## src/rtl/ks_note_seq.sv

```systemverilog
// Karplus-Strong note sequencer: plays a programmable table of {period, duration} notes.
// Optional loop playback is enabled by defining KS_SEQ_LOOP_EN.
module ks_note_seq #(
  parameter int unsigned DEPTH      = 8,
  parameter int unsigned DATA_WIDTH = 8
) (
  input  logic                         clk,
  input  logic                         rst_n,
  input  logic                         tick_i,
  input  logic                         wr_en_i,
  input  logic [$clog2(DEPTH)-1:0]     wr_addr_i,
  input  logic [DATA_WIDTH-1:0]        wr_period_i,
  input  logic [DATA_WIDTH-1:0]        wr_dur_i,
  input  logic [$clog2(DEPTH):0]       len_i,
  input  logic [DATA_WIDTH-1:0]        tempo_i,
  input  logic                         start_i,
  input  logic                         stop_i,
  input  logic                         loop_i,
  output logic                         pluck_o,
  output logic [DATA_WIDTH-1:0]        period_o,
  output logic [$clog2(DEPTH)-1:0]     idx_o,
  output logic                         busy_o,
  output logic                         done_o
);

  localparam int unsigned AW = $clog2(DEPTH);
  localparam int unsigned DW = DATA_WIDTH;

  typedef enum logic [1:0] {S_IDLE, S_LOAD, S_PLAY} state_t;

  state_t          state_q, state_d;
  logic [DW-1:0]   period_tab_q [DEPTH];
  logic [DW-1:0]   dur_tab_q    [DEPTH];
  logic [AW-1:0]   idx_q, idx_d, last_q, last_d;
  logic [DW-1:0]   tempo_q, tempo_d, period_q, period_d;
  logic [DW-1:0]   dur_cnt_q, dur_cnt_d, unit_cnt_q, unit_cnt_d;
  logic [1:0]      pluck_cnt_q, pluck_cnt_d;
  logic            pluck_q, pluck_d, busy_q, busy_d, done_q, done_d;
  logic [AW:0]     len_clamp_c;
  logic [DW-1:0]   tab_dur_c;

`ifdef KS_SEQ_LOOP_EN
  logic            loop_q, loop_d;
`else
  logic            unused_loop;
  assign unused_loop = loop_i;
`endif

  // Clamp requested length into 1..DEPTH
  always_comb begin
    len_clamp_c = len_i;
    if (len_i == '0)
      len_clamp_c = (AW+1)'(1);
    else if (len_i > (AW+1)'(DEPTH))
      len_clamp_c = (AW+1)'(DEPTH);
  end

  assign tab_dur_c = dur_tab_q[idx_q];

  always_comb begin
    state_d     = state_q;
    idx_d       = idx_q;
    last_d      = last_q;
    tempo_d     = tempo_q;
    period_d    = period_q;
    dur_cnt_d   = dur_cnt_q;
    unit_cnt_d  = unit_cnt_q;
    pluck_cnt_d = pluck_cnt_q;
    pluck_d     = pluck_q;
    done_d      = 1'b0;
`ifdef KS_SEQ_LOOP_EN
    loop_d      = loop_q;
`endif
    if (stop_i) begin
      state_d = S_IDLE;
      pluck_d = 1'b0;
    end else begin
      case (state_q)
        S_IDLE: begin
          if (start_i) begin
            idx_d   = '0;
            last_d  = AW'(len_clamp_c - (AW+1)'(1));
            tempo_d = (tempo_i == '0) ? DW'(1) : tempo_i;
`ifdef KS_SEQ_LOOP_EN
            loop_d  = loop_i;
`endif
            state_d = S_LOAD;
          end
        end
        S_LOAD: begin
          period_d    = period_tab_q[idx_q];
          dur_cnt_d   = (tab_dur_c == '0) ? DW'(1) : tab_dur_c;
          unit_cnt_d  = tempo_q;
          pluck_cnt_d = 2'd0;
          pluck_d     = 1'b1;
          state_d     = S_PLAY;
        end
        S_PLAY: begin
          if (tick_i) begin
            // Pluck drops on the second tick of the note
            if (pluck_cnt_q != 2'd2) pluck_cnt_d = pluck_cnt_q + 2'd1;
            if (pluck_cnt_q != 2'd0) pluck_d = 1'b0;
            if (unit_cnt_q <= DW'(1)) begin
              unit_cnt_d = tempo_q;
              if (dur_cnt_q <= DW'(1)) begin
                dur_cnt_d = '0;
                pluck_d   = 1'b0;
                if (idx_q != last_q) begin
                  idx_d   = idx_q + AW'(1);
                  state_d = S_LOAD;
                end else begin
`ifdef KS_SEQ_LOOP_EN
                  if (loop_q) begin
                    idx_d   = '0;
                    state_d = S_LOAD;
                  end else begin
                    state_d = S_IDLE;
                    done_d  = 1'b1;
                  end
`else
                  state_d = S_IDLE;
                  done_d  = 1'b1;
`endif
                end
              end else begin
                dur_cnt_d = dur_cnt_q - DW'(1);
              end
            end else begin
              unit_cnt_d = unit_cnt_q - DW'(1);
            end
          end
        end
        default: state_d = S_IDLE;
      endcase
    end
    busy_d = (state_d != S_IDLE);
  end

  always_ff @(posedge clk) begin
    if (!rst_n) begin
      state_q     <= S_IDLE;
      idx_q       <= '0;
      last_q      <= '0;
      tempo_q     <= '0;
      period_q    <= '0;
      dur_cnt_q   <= '0;
      unit_cnt_q  <= '0;
      pluck_cnt_q <= '0;
      pluck_q     <= 1'b0;
      busy_q      <= 1'b0;
      done_q      <= 1'b0;
`ifdef KS_SEQ_LOOP_EN
      loop_q      <= 1'b0;
`endif
      for (int i = 0; i < int'(DEPTH); i++) begin
        period_tab_q[i] <= '0;
        dur_tab_q[i]    <= '0;
      end
    end else begin
      state_q     <= state_d;
      idx_q       <= idx_d;
      last_q      <= last_d;
      tempo_q     <= tempo_d;
      period_q    <= period_d;
      dur_cnt_q   <= dur_cnt_d;
      unit_cnt_q  <= unit_cnt_d;
      pluck_cnt_q <= pluck_cnt_d;
      pluck_q     <= pluck_d;
      busy_q      <= busy_d;
      done_q      <= done_d;
`ifdef KS_SEQ_LOOP_EN
      loop_q      <= loop_d;
`endif
      // A LOAD in this same cycle still reads the previous entry value
      if (wr_en_i) begin
        period_tab_q[wr_addr_i] <= wr_period_i;
        dur_tab_q[wr_addr_i]    <= wr_dur_i;
      end
    end
  end

  assign pluck_o  = pluck_q;
  assign period_o = period_q;
  assign idx_o    = idx_q;
  assign busy_o   = busy_q;
  assign done_o   = done_q;

endmodule

```

## config.mk

```make
export PLATFORM = sky130hd
export DESIGN_NAME = ks_note_seq
export DESIGN_NICKNAME = d
export VERILOG_FILES = /design/src/rtl/ks_note_seq.sv
export SDC_FILE = /design/constraint.sdc
export NUM_CORES = 1
export LEC_CHECK = 0
export BUFFER_PORTS_ARGS = -buffer_cell sky130_fd_sc_hd__buf_2
export CAP_MARGIN = 20
export CORE_ASPECT_RATIO = 2
export CORE_MARGIN = 2
export CORE_UTILIZATION = 55
export DETAILED_ROUTE_END_ITERATION = 10
export PLACE_DENSITY = 0.73
export SYNTH_ARGS = -nofsm -noshare
export SYNTH_HDL_FRONTEND = slang
export SYNTH_SLANG_ARGS = --single-unit
```

## constraint.sdc

```tcl
create_clock -name clk -period 3.25 [get_ports clk]
set_input_delay 0.325 -clock clk [delete_from_list [all_inputs] [get_ports clk]]
set_output_delay 0.325 -clock clk [all_outputs]
set_load 0.005 [all_outputs]
```

[After elaboration in Yosys (flattened, before gate mapping)]
Memory sizes are Yosys's and may differ from the RTL's. A register that Yosys moved wholly into a read port is not among the register bits.
Index checks and enable logic that the tools add are counted.
Storage, ports and cells
  register bits after elaboration: 37
  memory bits (writable): 128
  memories kept: 2
Cells by class
  $add $sub $neg: 5
  order comparisons: 3
  eq/ne operators: 10
  multiplexer cells: 45
  bitwise logic cells: 6
  reduce and logical (&&, ||, !) cells: 20
Memory list
  dur_tab_q: depth 8, width 8, rd ports 1, clocked after Yosys merged registers in 1, wr ports 8, RTL line 33  | logic [DW-1:0] dur_tab_q [DEPTH];
  period_tab_q: depth 8, width 8, rd ports 1, clocked after Yosys merged registers in 1, wr ports 8, RTL line 32  | logic [DW-1:0] period_tab_q [DEPTH];
Operators by type and width (count)
  $mux W8: 9
  $mux W3: 11
  $pmux W8 S2: 2
  $le A8 B1 Y1 const B: 2
  $logic_not A8 Y1: 2
  $reduce_or A8 Y1: 2
  $sub A8 B1 Y8 const B: 2
  $mux W2: 7
  $ne A2 B2 Y1 const B: 7
  $mux W1: 12
  $reduce_and A4 Y1: 2
  $reduce_bool A2 Y1: 4
  $reduce_and A7 Y1: 1
  $not A1 Y1: 6
  $pmux W2 S3: 1
  $pmux W3 S2: 1
  $reduce_and A3 Y1: 2
  $reduce_or A6 Y1: 1
  $gt A4 B4 Y1 const B: 1
  $logic_not A4 Y1: 1
  $pmux W2 S2: 1
  $reduce_and A2 Y1: 2
  $add A3 B1 Y3 const B: 1
  $ne A3 B3 Y1: 1
  other kinds (8): 8

[Logic depth before layout (Yosys ltp)]
Gate-level depths: netlist of the first run.
  depth in word-level cells: 8
  depth in mapped cells: 9
  mapped depth without buffers: 7

[Least setup slack after synthesis of the first run]
Ideal clock, no wire load.
  path type: input to register
  start: in wr_addr_i[1]
  end: mem dur_tab_q[0][0] (netlist bit) (enable)
  setup time: 0.411 ns
  arrival time: 2.014 ns
  required time: 2.839 ns
  setup slack: 0.824 ns
  stages: 2
  buffers on the path: 0
  path through: or3b_2 o21ai_0
RTL lines
  from (decl): RTL line 11  | input logic [$clog2(DEPTH)-1:0] wr_addr_i,
  to (decl): RTL line 33

[Final worst setup path of the first run]
  start: reg dur_cnt_q[4]
  end: reg dur_cnt_q[3]
Between the ends
  cells in the longest elaborated chain, start to end: 5
RTL lines
  from (decl): RTL line 36  | logic [DW-1:0] dur_cnt_q, dur_cnt_d, unit_cnt_q, unit_cnt_d;
  from (signal assigned): RTL line 165  | dur_cnt_q <= dur_cnt_d;
  $le A8 B1 Y1: RTL line 105  | if (dur_cnt_q <= DW'(1)) begin
  $mux W8: RTL line 105
  $mux W8: RTL line 103  | if (unit_cnt_q <= DW'(1)) begin
  $mux W8: RTL line 99  | if (tick_i) begin
  $pmux W8 S2: RTL line 78  | case (state_q)
Every way passes these cells. The select of a mux whose other input is x is not followed.
A chain may end at the register's enable or synchronous reset.

==> results_dict.tcl, run 1 <==
set metrics [dict create \
    crit_required_ns 3.58 \
    dieArea_sq_um 16430 \
    wire_per_inst_microns 18.91 \
    floorplan.rows 64 \
    clk_pin_slew_ns 0.07 \
    cts.sink_count 176 \
    clk_latency_ns 0.43 \
    via_per_inst 5.828 \
    ys_seq_area_share_pct 56.86 \
    synth_edf_count 128 \
    ios 52 \
    setup_tns_ns 0 \
    diodes 0 \
    grt_pass1_vias 5511 \
    power.total_mw 5.030 \
    place_congestion 0.8772 \
    fin_crit_ns 2.401 \
    cts_root_buffer "clkbuf_16" \
    antenna_found_initial 0 \
    post_cts_buffers 0 \
    synth_commonest_cells "and2_1, edfxtp_1, dfxtp_1" \
    die_h_microns 179.3 \
    power_density_nw_per_um2 521.1 \
    synth_area_leader_cell "edfxtp_1" \
    nFillCells 1158 \
    core_sq_um 15130 \
    drc 0 \
    rsz0062_at_grt "no" \
    synth_cells 695 \
    drv_cap 0 \
    grt_max_degree 32 \
    cts_tree "done" \
    finalSetupViolCount 0 \
    cp_data_arrival_time_ns 2.73 \
    synth_cell_types 56 \
    gr-total-overflow 0 \
    hold_viol 0 \
    ff2ff_setup_slack_ns 0.85 \
    cts_max_level 4 \
    synth_top_area_share_pct 45.48 \
    initial_utilization_pct 55.84 \
    ys_ff_latch 176 \
    drtIter0Drc 318 \
    min_period_over_period_pct 73.87 \
    synth.top_cells.by_area "edfxtp_1, dfxtp_1, and2_1, mux4_2, mux2i_1" \
    postSynth.asyncResetShare_pct 0 \
    path_max_fanout 10 \
    yosysMostFrequentCell "and2_1" \
    worstSetupPathType "register to register" \
    min_path_type "input port to register" \
    cts_resized 0 \
    synth_ff_type "edfxtp_1" \
    cts_buffers 17 \
    clockBufferDepth 2 \
    cp-end-kind "register" \
    max_freq_ghz 0.4166 \
    status "finished, final reports clean" \
    grt.total_usage_pct 23.22 \
    layout-drive-gt1-share_pct 20.81 \
    tightest_slew_ns 0.9394 \
    vias 5636 \
    vdd_drop_max_v 0.0005127 \
    dp_hpwl_microns 12680 \
    drt_pass1_iterations 5 \
    avgSynthCellArea_sq_um 12.16 \
    syn_to_final_growth_pct 14.23 \
    slew-limit-headroom_pct 37.14 \
    yosysWarnings 0 \
    p_leak_nw 3.475 \
    synth_nets 745 \
    antenna_left 0 \
    nets 806 \
    maxSlewViolCount 0 \
    syn_area_sq_um 8451 \
    portBuffers 50 \
    die_w_microns 91.65 \
    routed_wirelength_microns 18290 \
    grt_pass1_wl_microns 28700 \
    start_kind "register" \
    postCtsHoldBufs 0 \
    finalClockSkew_ns 0.01027 \
]
[logic make-up after synthesis]
logic type / after synthesis / synth area share, %
buf+inv: 53 / 2.517
mux: 55 / 10.90
compound gates: 104 / 8.114
simple gates: 291 / 19.43
xor+xnor: 4 / 0.4145
flops: 176 / 56.86
fa+ha+maj: 12 / 1.777
[critical path, cell delays in order (launching register included)]
cell and delay, ns:
dfxtp_1 0.38, or4_4 0.58, o41ai_2 0.78, or2_2 0.26
o21ai_0 0.09, a32o_1 0.21
[where the power goes]
group          total, mW  switching [mW]  internal (mW)
combinational      0.331           0.195          0.136
clock               2.12           0.842           1.28
sequential          2.58          0.0491           2.53
total               5.03            1.09           3.94
[layer usage]
metal	global-route usage [%]	vias to the layer above	share of wire (%)
met2	42.52	179	54
met4	9.028	0	2.1
met1	27.09	2741	39
met5	0	-	0
li1	-	2686	-
met3	3.657	30	4.7
[through the flow]
step | util, % | instance area [sq um] | setup slack [ns] | instances | hold WS [ns]
after detailed placement | 59.64 | 9026 | 0.8843 | 935 | 0.4496
after global routing | 63.78 | 9653 | 0.7218 | 967 | 0.1389
after CTS | 63.78 | 9653 | 0.8612 | 967 | 0.1309
final | 63.78 | 9653 | 0.8493 | 967 | 0.1373
after global placement | 59.64 | 9026 | 0.9334 | 935 | 0.4483
after floorplan | - | 8451 | 0.8245 | 695 | 0.4317
[worst paths after layout]
kind / depth (start not counted) / end / startpoint
setup / recovery: 5 / dur_cnt_q[3]$_SDFFE_PN0P_ / dur_cnt_q[4]$_SDFFE_PN0P_
hold / removal: 3 / tempo_q[7]$_SDFFE_PN0P_ / tempo_i[7]
setup reg to reg: 5 / dur_cnt_q[3]$_SDFFE_PN0P_ / dur_cnt_q[4]$_SDFFE_PN0P_
hold reg to reg: 2 / tempo_q[2]$_SDFFE_PN0P_ / tempo_q[2]$_SDFFE_PN0P_
[area by class of cell]
cell class | count | area (sq um) | area share (%)
sequential | 176 | 4805 | 49.77
multi-input combinational | 466 | 3433 | 35.57
clock buffer | 25 | 560.5 | 5.807
timing repair buffer | 79 | 480.5 | 4.977
tap | 198 | 247.7 | 2.566
clock inverter | 7 | 66.31 | 0.6870
inverter | 16 | 60.06 | 0.6222
[registers in the layout, indices dropped and copies added, names as in the netlist, named ones only]
name,flops
period_tab_q,64
last_q,3
pluck_cnt_q,2
done_o,1
busy_o,1
unit_cnt_q,8
idx_o,3
pluck_o,1
state_q,2
dur_cnt_q,8
tempo_q,8
dur_tab_q,64
period_o,8
[cells in the final DEF (no fill, tap or decap), types with 4 or more instances in the layout]
cell | synthesis | layout
nor2b_1 | 7 | 7
mux4_2 | 29 | 29
or4_1 | 4 | 4
ha_1 | 12 | 12
nor3_1 | 19 | 19
dfxtp_1 | 48 | 48
nor4_1 | 7 | 7
edfxtp_1 | 128 | 128
inv_1 | 14 | 15
mux2i_1 | 20 | 20
clkbuf_16 | 0 | 21
o211ai_1 | 5 | 5
and2_1 | 130 | 130
a211oi_1 | 15 | 15
o21ai_1 | 0 | 4
nand2_1 | 36 | 36
o22ai_1 | 6 | 6
xnor2_1 | 4 | 4
buf_4 | 0 | 28
nand2b_1 | 10 | 10
mux2_2 | 6 | 6
nor2_1 | 47 | 47
o21ai_0 | 29 | 25
nand3_1 | 10 | 10
buf_2 | 5 | 50
a21oi_1 | 22 | 22
a31oi_1 | 4 | 4
(Power assumes the default switching activity.)
==> run 2: changes to the inputs <==
--- a/config.mk
+++ b/config.mk
@@ -11,7 +11,7 @@
 export CORE_MARGIN = 2
 export CORE_UTILIZATION = 55
 export DETAILED_ROUTE_END_ITERATION = 10
-export PLACE_DENSITY = 0.73
+export PLACE_DENSITY = 0.76
 export SYNTH_ARGS = -nofsm -noshare
 export SYNTH_HDL_FRONTEND = slang
 export SYNTH_SLANG_ARGS = --single-unit
==> constraint.sdc (replaced) <==
create_clock -name clk -period 2 [get_ports clk]
set_input_delay 0.2 -clock clk [delete_from_list [all_inputs] [get_ports clk]]
set_output_delay 0.2 -clock clk [all_outputs]
set_load 0.005 [all_outputs]
==> results_dict.tcl, run 2 (synthesis results as in run 1) <==
set metrics [dict create \
    status "finished with violations" \
    violations "negative setup slack" \
    nets 840 \
    seqPwrFrac_pct 51.5 \
    layout_common_cells "and2_1, edfxtp_1, buf_4" \
    crit_required_ns 2.36 \
    clockBufferDepth 2 \
    drc 0 \
    place_area_sq_um 9350 \
    cp_data_arrival_time_ns 2.36 \
    place_congestion 0.8833 \
    fin_crit_ns 2.005 \
    drv_cap 0 \
    cp-end-kind "register" \
    drt_pass1_iterations 5 \
    reg_top3 "dur_tab_q (64), period_tab_q (64)" \
    die_h_microns 179.3 \
    cts.sink_count 176 \
    diodes 0 \
    grt.total_usage_pct 24.39 \
    postLayoutCoreUtil_pct 66.05 \
    core_sq_um 15130 \
    worstSetupPathType "register to register" \
    power_density_nw_per_um2 813.7 \
    slew-limit-headroom_pct 68.73 \
    clk_pin_slew_ns 0.07 \
    tightest_slew_ns 0.4648 \
    portBuffers 50 \
    dp_hpwl_microns 13270 \
    floorplan.rows 64 \
    comb_power_share_pct 7.3 \
    finalClockSkew_ns 0.008837 \
    rsz0062_at_grt "yes" \
    p_clk_share_pct 41.2 \
    finalSetupViolCount 2 \
    p_sw_share_pct 22.05 \
    cts_max_level 4 \
    worst_path_largest_cell_delay_ns 0.56 \
    clk_latency_ns 0.43 \
    p_leak_nw 3.627 \
    routed_wirelength_microns 18900 \
    max_freq_ghz 0.4988 \
    grt_max_degree 32 \
    setup_ws_ns -0.004680 \
    multiInputGateArea_sq_um 3496 \
    mostFrequentLayoutCell "and2_1" \
    p_sw_mw 1.794 \
    maxSlewViolCount 0 \
    start_kind "register" \
    holdWs_ns 0.01902 \
    nFillCells 1091 \
    grt_pass1_vias 5882 \
    path_max_fanout 4 \
    initial_utilization_pct 55.84 \
    min_path_type "input port to register" \
    ios 52 \
    drtIter0Drc 393 \
    cts_buffers 17 \
    power.internal_mw 6.340 \
    gr-total-overflow 0 \
    min_period_over_period_pct 100.2 \
    regArea_sq_um 4807 \
    dieArea_sq_um 16430 \
    cts_tree "done" \
    grt_pass1_wl_microns 30280 \
    antenna_found_initial 0 \
    setup_tns_ns -0.009326 \
    vdd_drop_max_v 0.0008997 \
    layout-drive-gt1-share_pct 25.53 \
    cts_root_buffer "clkbuf_16" \
    die_w_microns 91.65 \
    vias 5809 \
    syn_to_final_growth_pct 18.29 \
    final_area_sq_um 9996 \
    antenna_left 0 \
    crit_chain "or4_4 > nor4_4 > nand4_2 > buf_4 > or3_4 > a21oi_2" \
    wire_per_inst_microns 18.88 \
    crit_slowest_cell "or4_4" \
    hold_viol 0 \
    via_per_inst 5.803 \
]
[run 2: cell count changes in the layout (fill, tap and decap cells not counted), sizes merged]
cell	previous run	this run
buf	79	113
bufinv	1	3
clkbuf	25	20
clkinvlp	0	4
inv	19	18
[run 2: per-stage QoR]
step / cells / total power, mW / setup WS [ns]
floorplan: 695 / 4.574 / -0.3005
global placement: 967 / 4.823 / -0.06463
detailed placement: 967 / 4.850 / -0.1257
CTS: 1000 / 8.174 / -0.0005329
global route: 1001 / 8.373 / -0.08380
finish: 1001 / 8.134 / -0.004680
[run 2: layer usage]
metal | global-route usage [%] | vias up | part of all wire (%)
met4 | 10.23 | 0 | 2.4
li1 | - | 2759 | -
met1 | 27.82 | 2813 | 37
met2 | 45.16 | 204 | 56
met5 | 0 | - | 0
met3 | 3.615 | 33 | 4.9
[run 2: area by class of cell]
| type | instances | area share [%] |
|---|---|---|
| well taps | 198 | 2.478 |
| clock buffers | 20 | 4.369 |
| inverters | 16 | 0.6008 |
| clock inverters | 12 | 1.590 |
| repair buffers | 113 | 7.898 |
| flip-flops and latches | 176 | 48.09 |
| multi-input cells | 466 | 34.97 |
[run 2: worst paths after layout]
| kind | startpoint | end | slack (ns) | depth (start not counted) |
|---|---|---|---|---|
| min reg2reg | tempo_q[7]$_SDFFE_PN0P_ | tempo_q[7]$_SDFFE_PN0P_ | 0.46 | 2 |
| max | dur_cnt_q[4]$_SDFFE_PN0P_ | idx_o[0]$_SDFFE_PN0N_ | -0.005 | 6 |
| max reg2reg | dur_cnt_q[4]$_SDFFE_PN0P_ | idx_o[0]$_SDFFE_PN0N_ | -0.005 | 6 |
| min | tempo_i[6] | tempo_q[6]$_SDFFE_PN0P_ | 0.02 | 3 |
[run 2: repair_timing]
item	4_1_cts	5_1_grt
setup endpoints to repair	14	16
gates resized for setup	0	14
hold buffers	0	0
endpoints found under the hold margin	0	0
buffers inserted	1	1
pin swaps	4	3
gates cloned	0	0
[run 2: power by group through the flow]
| stage | clock [mW] | combinational [mW] | sequential, mW |
|---|---|---|---|
| after CTS | 3.40 | 0.593 | 4.19 |
| final | 3.35 | 0.596 | 4.19 |
| after detailed placement | 0 | 0.588 | 4.26 |
| after global placement | 0 | 0.573 | 4.25 |
| after floorplan | 0 | 0.339 | 4.24 |
| after global routing | 3.52 | 0.654 | 4.20 |
[run 2: critical path, delay by kind of cell (launching register included)]
kind | cells | cell delay [ns]
compound gates | 1 | 0.15
buf+inv | 1 | 0.18
flops | 1 | 0.31
simple gates | 4 | 1.29
